--- src/rtl/mem_stage.sv ---
// mem_stage: MIPS MEM pipeline stage.
// Loads/stores over a single-outstanding req/ack data bus with byte/halfword
// lane steering, sign/zero extension, misalignment and bus-timeout faults.
// Non-memory instructions pass straight through to MEM/WB in one cycle.
//
// state | meaning
// ------+-----------------------------------------------------------------
// IDLE  | no access in flight; accept a new instruction every cycle
// BUSY  | dbus_req high, waiting for dbus_ack or the timeout terminal count

`ifndef ZERO_WORD
`define ZERO_WORD 32'h0000_0000
`endif
`ifndef PC_INIT
`define PC_INIT 32'hBFC0_0000
`endif

module mem_stage #(
    parameter int unsigned TIMEOUT = 255
) (
    input  logic        clk,
    input  logic        rst_n,
    input  logic        mem_mux_3,
    input  logic        mem_drce,
    input  logic        mem_dwce,
    input  logic        mem_wce,
    input  logic [5:0]  mem_op,
    input  logic [31:0] mem_pc,
    input  logic [31:0] mem_alu_out,
    input  logic [31:0] mem_rt,
    input  logic [4:0]  mem_rwa,
    output logic        stall,
    output logic        dbus_req,
    output logic        dbus_we,
    output logic [31:0] dbus_addr,
    output logic [3:0]  dbus_be,
    output logic [31:0] dbus_wdata,
    input  logic        dbus_ack,
    input  logic [31:0] dbus_rdata,
    output logic        wb_wce,
    output logic [4:0]  wb_rwa,
    output logic [31:0] wb_result,
    output logic [31:0] wb_pc,
    output logic        wb_err
);

    localparam logic [5:0] OP_LB  = 6'b100000;
    localparam logic [5:0] OP_LH  = 6'b100001;
    localparam logic [5:0] OP_LW  = 6'b100011;
    localparam logic [5:0] OP_LBU = 6'b100100;
    localparam logic [5:0] OP_LHU = 6'b100101;
    localparam logic [5:0] OP_SB  = 6'b101000;
    localparam logic [5:0] OP_SH  = 6'b101001;
    localparam logic [5:0] OP_SW  = 6'b101011;

    // Terminal count of the timeout counter (counts BUSY cycles from 0).
    localparam logic [7:0] TO_TC = 8'(TIMEOUT - 1);

    typedef enum logic {
        IDLE = 1'b0,
        BUSY = 1'b1
    } state_t;

    state_t      state, state_nxt;
    logic [7:0]  to_cnt;

    // Instruction context captured on entry to BUSY.
    logic [31:0] lat_addr;
    logic [5:0]  lat_op;
    logic [4:0]  lat_rwa;
    logic        lat_wce;
    logic [31:0] lat_pc;
    logic        lat_mux_3;
    logic        lat_we;

    logic        acc;
    logic        is_byte;
    logic        is_half;
    logic        aligned;
    logic        timeout_hit;
    logic        start_acc;
    logic [3:0]  be_nxt;
    logic [31:0] wdata_nxt;
    logic [31:0] load_data;

    assign acc         = mem_drce | mem_dwce;
    assign timeout_hit = (state == BUSY) && (to_cnt == TO_TC);
    assign start_acc   = (state == IDLE) && acc && aligned;

    assign dbus_req  = (state == BUSY);
    assign dbus_addr = {lat_addr[31:2], 2'b00};

    assign stall = start_acc | ((state == BUSY) & ~dbus_ack & ~timeout_hit);

    // Access size decode and alignment check for the incoming instruction.
    always_comb begin
        is_byte = (mem_op == OP_LB) || (mem_op == OP_LBU) || (mem_op == OP_SB);
        is_half = (mem_op == OP_LH) || (mem_op == OP_LHU) || (mem_op == OP_SH);
        if (is_byte) begin
            aligned = 1'b1;
        end else if (is_half) begin
            aligned = ~mem_alu_out[0];
        end else begin
            aligned = (mem_alu_out[1:0] == 2'b00);
        end
    end

    // Store lane steering; loads (and unknown ops) use all four lanes.
    always_comb begin
        be_nxt    = 4'b1111;
        wdata_nxt = mem_rt;
        if (mem_dwce) begin
            case (mem_op)
                OP_SB: begin
                    be_nxt    = 4'b0001 << mem_alu_out[1:0];
                    wdata_nxt = {4{mem_rt[7:0]}};
                end
                OP_SH: begin
                    be_nxt    = mem_alu_out[1] ? 4'b1100 : 4'b0011;
                    wdata_nxt = {2{mem_rt[15:0]}};
                end
                default: begin
                    be_nxt    = 4'b1111;
                    wdata_nxt = mem_rt;
                end
            endcase
        end
    end

    // Load lane selection and extension from the latched op/address.
    always_comb begin
        logic [7:0]  byte_sel;
        logic [15:0] half_sel;
        case (lat_addr[1:0])
            2'd0:    byte_sel = dbus_rdata[7:0];
            2'd1:    byte_sel = dbus_rdata[15:8];
            2'd2:    byte_sel = dbus_rdata[23:16];
            default: byte_sel = dbus_rdata[31:24];
        endcase
        half_sel = lat_addr[1] ? dbus_rdata[31:16] : dbus_rdata[15:0];
        case (lat_op)
            OP_LB:   load_data = {{24{byte_sel[7]}}, byte_sel};
            OP_LBU:  load_data = {24'h0, byte_sel};
            OP_LH:   load_data = {{16{half_sel[15]}}, half_sel};
            OP_LHU:  load_data = {16'h0, half_sel};
            default: load_data = dbus_rdata;
        endcase
    end

    // Next-state logic.
    always_comb begin
        state_nxt = state;
        case (state)
            IDLE: begin
                if (acc && aligned) begin
                    state_nxt = BUSY;
                end
            end
            BUSY: begin
                if (dbus_ack || timeout_hit) begin
                    state_nxt = IDLE;
                end
            end
            default: state_nxt = IDLE;
        endcase
    end

    // State register.
    always_ff @(posedge clk) begin
        if (!rst_n) begin
            state <= IDLE;
        end else begin
            state <= state_nxt;
        end
    end

    // Timeout counter: counts BUSY cycles, cleared on completion or abort.
    always_ff @(posedge clk) begin
        if (!rst_n) begin
            to_cnt <= 8'd0;
        end else if (state == BUSY && !dbus_ack && !timeout_hit) begin
            to_cnt <= to_cnt + 8'd1;
        end else begin
            to_cnt <= 8'd0;
        end
    end

    // Capture the access context; it stays stable on the bus until done.
    always_ff @(posedge clk) begin
        if (!rst_n) begin
            lat_addr   <= `ZERO_WORD;
            lat_op     <= 6'd0;
            lat_rwa    <= 5'd0;
            lat_wce    <= 1'b0;
            lat_pc     <= `PC_INIT;
            lat_mux_3  <= 1'b0;
            lat_we     <= 1'b0;
            dbus_be    <= 4'd0;
            dbus_wdata <= `ZERO_WORD;
        end else if (start_acc) begin
            lat_addr   <= mem_alu_out;
            lat_op     <= mem_op;
            lat_rwa    <= mem_rwa;
            lat_wce    <= mem_wce;
            lat_pc     <= mem_pc;
            lat_mux_3  <= mem_mux_3;
            lat_we     <= mem_dwce;
            dbus_be    <= be_nxt;
            dbus_wdata <= wdata_nxt;
        end
    end

    assign dbus_we = lat_we;

    // MEM/WB outputs: pass-through, bubble, load result, or fault pulse.
    always_ff @(posedge clk) begin
        if (!rst_n) begin
            wb_wce    <= 1'b0;
            wb_rwa    <= 5'd0;
            wb_result <= `ZERO_WORD;
            wb_pc     <= `PC_INIT;
            wb_err    <= 1'b0;
        end else begin
            wb_err <= 1'b0;
            wb_wce <= 1'b0;
            case (state)
                IDLE: begin
                    if (!acc) begin
                        wb_wce    <= mem_wce;
                        wb_rwa    <= mem_rwa;
                        wb_result <= mem_alu_out;
                        wb_pc     <= mem_pc;
                    end else if (!aligned) begin
                        wb_err <= 1'b1;
                        wb_pc  <= mem_pc;
                    end
                end
                BUSY: begin
                    if (dbus_ack) begin
                        wb_pc  <= lat_pc;
                        wb_rwa <= lat_rwa;
                        if (!lat_we) begin
                            wb_wce    <= lat_wce;
                            wb_result <= lat_mux_3 ? load_data : lat_addr;
                        end
                    end else if (timeout_hit) begin
                        wb_err <= 1'b1;
                    end
                end
                default: ;
            endcase
        end
    end

endmodule

--- config.mk ---
export PLATFORM = sky130hd
export DESIGN_NAME = mem_stage
export DESIGN_NICKNAME = d
export VERILOG_FILES = /design/src/rtl/mem_stage.sv
export SDC_FILE = /design/constraint.sdc
export NUM_CORES = 1
export LEC_CHECK = 0
export CORE_MARGIN = 4
export CORE_UTILIZATION = 45
export DETAILED_ROUTE_END_ITERATION = 6
export PLACE_DENSITY = 0.8
export SETUP_SLACK_MARGIN = 0.5
export SLEW_MARGIN = 15
export SYNTH_ARGS = -nofsm -noshare
export SYNTH_HDL_FRONTEND = slang
export SYNTH_SLANG_ARGS = --single-unit
export TNS_END_PERCENT = 50
--- constraint.sdc ---
create_clock -name clk -period 4.2 [get_ports clk]
set_input_delay 0.42 -clock clk [delete_from_list [all_inputs] [get_ports clk]]
set_output_delay 0.42 -clock clk [all_outputs]
set_load 0.03 [all_outputs]
# == Word level (Yosys, flattened, before mapping) ==
# Index checks and enable logic that the tools add are counted.
# word_totals
register_bits,194
inputBits,146
output_inout_bits,142
word_cells,96
# op_classes
addsub,1
n_eq_ne,17
n_mux,34
reduce_logical,19
bitwise,8
shift,1
# ops
cell,count
32-bit 2-to-1 mux,8
32-bit case mux with 2 select lines,3
32-bit case mux with 4 select lines,1
6-bit == test (second input constant),10
8-bit case mux with 3 select lines,1
16-bit 2-to-1 mux,1
1-bit 2-to-1 mux,11
5-bit 2-to-1 mux,2
5-bit case mux with 2 select lines,1
8-bit by 1-bit adder with 8-bit output (second input constant),1
8-bit == test (second input constant),1
4-bit 2-to-1 mux,2
4-bit case mux with 2 select lines,1
1-bit logical AND,6
2-bit inequality test (second input constant),3
1-bit case mux with 2 select lines,3
2-bit AND reduction,3
1-bit logical OR,5
2-bit logical NOT,2
1-bit inverter,4
1-bit by 2-bit << shifter with 4-bit output (first input constant),1
3-bit inequality test (second input constant),1
3-bit AND reduction,1
1-bit bitwise AND,2
4 further kinds,6

# == Logic depth before layout (Yosys ltp) ==
# logic_depth
depth_word,8
mapped_depth,7
depth_no_buf,5

# == Least setup slack after synthesis ==
# Ideal clock, no wire load.
# synth_path
path_type,in2out
from,input port mem_op[1]
to,output port stall
path_slack_ns,2.163
cell_stages,6
n_path_buf,2
t_arrival_ns,1.617
path_cell_list,or3b_1 -> o22ai_2 -> buf_4 -> buf_2 -> nand2_1 -> nand2_1
# synth_via
elab_chain_cells,7
elab_cells_between_ends,14
classes_between,6 x eq/ne; 2 x mux; 1 x bitwise; 5 x reduce/logical
# synth_lines
item,line_no,rtl
from (decl),27,"input logic [5:0] mem_op,"
6-bit == test,98,is_half = (mem_op == OP_LH) || (mem_op == OP_LHU) || (mem_op == OP_SH);
1-bit logical OR (2 in a row),98,
1-bit 2-to-1 mux,101,end else if (is_half) begin
1-bit 2-to-1 mux (*),99,if (is_byte) begin
1-bit logical AND (*),88,assign start_acc = (state == IDLE) && acc && aligned;
1-bit bitwise OR (*),93,assign stall = start_acc | ((state == BUSY) & ~dbus_ack & ~timeout_hit);
to (decl),32,"output logic stall,"
# Every way passes the cells marked *; elsewhere a longest branch is shown, timed or not.

# == Final worst setup path ==
# layout_path
from,input port mem_dwce
to,output port stall
# layout_via
elab_chain_cells,4
# layout_lines
item,line_no,rtl
from (decl),25,"input logic mem_dwce,"
1-bit bitwise OR,86,assign acc = mem_drce | mem_dwce;
1-bit logical AND (2 in a row),88,
1-bit bitwise OR,93,
# Every way passes these cells.

==> run metrics <==
outcome=finished clean; synthesized area=9839 sq um; Overall Global Routing Usage=0.2709; chip width=155.9 um; Post-CTS Hold Buffers=0; CTS tree=done; drt total wl=34,300 um; Synth cell types=67; PortBufs=285; Initial DRC Count=812; Clock transition at path regs=0.09 ns; number of flops mapped to enable cells by yosys=0; Post-synth ARST share=0; P&R area growth vs syn=32.43%; CP max stage cell=clkdlybuf4s50_1; worst-case vdd ir drop=0.2732 mV; vias in the first global route=9,421; TritonCTS Buffers=17; Root Buffer=clkbuf_16; Antenna diodes=0; mean routed wirelength per cell=20.71 um; met1 wire length=13,760 um; Worst-Margin Slew=1.077 ns; Hold/Removal Path Class=flop to flop; Setup crit end kind=output pin; final setup fails=0; worst skew pair latency=0.43 ns; clk buf depth=2; vias per cell=6.093; max layer used=met5; worst endpoint data arrival time=2.57 ns; WL met2=15,990 um; htree depth=4; fin crit share=0.7131; Worst Setup Slack, final=1.205 ns; Max-slew headroom=0.2822; Setup crit start kind=primary input; placed cell area=12,460 sq um; Clock Skew=0.01703 ns; DP Worst Slack=1.003 ns; Vias=10,090; YS warnings=0; final core utilization=0.6121; CP required=3.78 ns; total grt overflow=0; core area=21,290 sq um; kind of critical path=primary input to output pin; DR pass1 iterations=5; Max-cap violations=0; initial antenna violation count=1; final hold viol count=0; # resized after CTS=0; setup bufs post-CTS=0; crit-path cells=clkdlybuf4s50_1, o21ba_4, nand2_1, nand2_1, clkdlybuf4s50_1; Pwr Density=372.1 nW/um^2; Routability Congestion=0.8936; Die Y-Extent=155.9 um; die area=24,300 sq um; fraction of layout cells with a size suffix above 1=0.07314; initial core utilization=0.4622; DRT antenna net count=0; first-pass GRT wire length=53,160 um; fin area=13,030 sq um; Layout Nets=1,516; Met3 Wirelength=3533 um; largest net degree at the start of global routing=98; RSZ-0062 raised after global routing=no; HPWL Detailed=22,900 um; Seq/Total Area, Yosys=0.3947; count of pins over their slew limit=0; I/O pins=288; setup TNS=0 ns; FF+latch count, synth=194; synthesized area per cell=8.220 sq um; Post-Synthesis Cells=1,197; main flop type after synthesis=dfxtp_1; Crit Path Max Fanout=23; Tmin final=2.995 ns; Crit path largest cell delay=0.75 ns; Leak Pwr=4.466 nW; DRC=0; # rows=53; Highest Clock Rate=0.3339 GHz; Sink Count=194
## sequential cells by signal, summed over array words and instances (netlist names)
register / count
dbus_wdata: 32
lat_addr: 32
lat_pc: 32
wb_pc: 32
wb_result: 32
to_cnt: 8
lat_op: 6
lat_rwa: 5
wb_rwa: 5
dbus_be: 4
dbus_req: 1
dbus_we: 1
lat_mux_3: 1
lat_wce: 1
wb_err: 1
wb_wce: 1
## cell type report
class                           count  area (sq um)
Multi-Input combinational cell    846          5210
Tap cell                          275         344.1
Sequential cell                   194          3887
Fill cell                        1866          8257
Clock buffer                       17         425.4
Inverter                            6         25.02
Timing Repair Buffer              303          2995
Clock inverter                     15         142.6
## critical path, delay by kind of cell
family                 cells  cell delay (ns)
AO/OA/AOI/OAI              1             0.45
buffers and inverters      2             1.41
AND/OR/NAND/NOR            2             0.28
## logic make-up (layout without fill, tap and decap cells)
group           after synthesis  after routing  synth area share
compound gates              396            396            0.2483
mux                          96             96            0.1033
xor+xnor                      6              6          0.005342
simple gates                344            344            0.1643
other cells                   1              2         0.0003811
flops                       194            194            0.3947
fa+ha+maj                     2              2          0.002543
buf+inv                     158            341           0.08113
## power breakdown
part,leakage (nW),switching [W],internal (W)
sequential,1.59,0.0000944,0.00196
combinational,2.59,0.000689,0.000501
clock,0.279,0.000809,0.000791
total,4.47,0.00159,0.00326
## synthesized netlist by cell type (4+ instances only)
cell / count / area [sq um]
o21ai_1: 4 / 20.02
buf_6: 4 / 45.04
and2_1: 10 / 62.56
o21ai_0: 119 / 595.6
mux2i_1: 70 / 700.7
o221ai_1: 10 / 87.58
nand3_1: 109 / 545.5
o21a_1: 8 / 60.06
o2111ai_1: 17 / 148.9
o2bb2ai_1: 8 / 70.07
nor2_1: 98 / 367.9
dfxtp_1: 194 / 3884
buf_1: 5 / 18.77
a211oi_1: 30 / 225.2
nand2_1: 75 / 281.5
buf_4: 37 / 277.8
buf_2: 29 / 145.1
nand2b_1: 8 / 50.05
mux2_2: 24 / 270.3
a22oi_1: 18 / 135.1
inv_1: 4 / 15.01
nor3b_1: 5 / 37.54
o22ai_1: 4 / 25.02
nor4_1: 8 / 50.05
clkbuf_1: 77 / 289.0
a221oi_1: 10 / 87.58
a21oi_1: 137 / 685.7
nor3_1: 9 / 45.04
## per-stage QoR
stage          cells  hold WS [ns]  total power [W]
3_3_place_gp    1624        0.4487         0.003263
2_1_floorplan   1198        0.4373         0.002783
6_report        1656        0.4680         0.004849
4_1_cts         1656        0.4708         0.004873
3_5_place_dp    1624        0.4519         0.003279
5_1_grt         1656        0.4830         0.005037
## metal layers
metal | vias up | GRT usage
li1 | 4661 | -
met1 | 4834 | 0.3529
met2 | 521 | 0.4379
met3 | 72 | 0.07406
met4 | 2 | 0.08670
met5 | - | 0
## cell usage in the layout, fill, tap and decap left out, drive strengths merged, types with 24 or more instances in the layout
master	instances
nor2	99
nand3	109
nand2	76
a211oi	30
mux2	24
o21ai	125
a21oi	138
clkdlybuf4s50	284
mux2i	70
dfxtp	194
## worst paths after layout
kind	from	to	slack (ns)	cells after the start
worst max-delay path	mem_dwce	stall	1.21	5
worst min-delay path	wb_pc[20]	wb_pc[20]	0.47	2
worst max register to register	dbus_req	dbus_wdata[20]	1.61	5
worst min register to register	wb_pc[20]	wb_pc[20]	0.47	2
No activity file was read; power rests on OpenSTA's default activity.
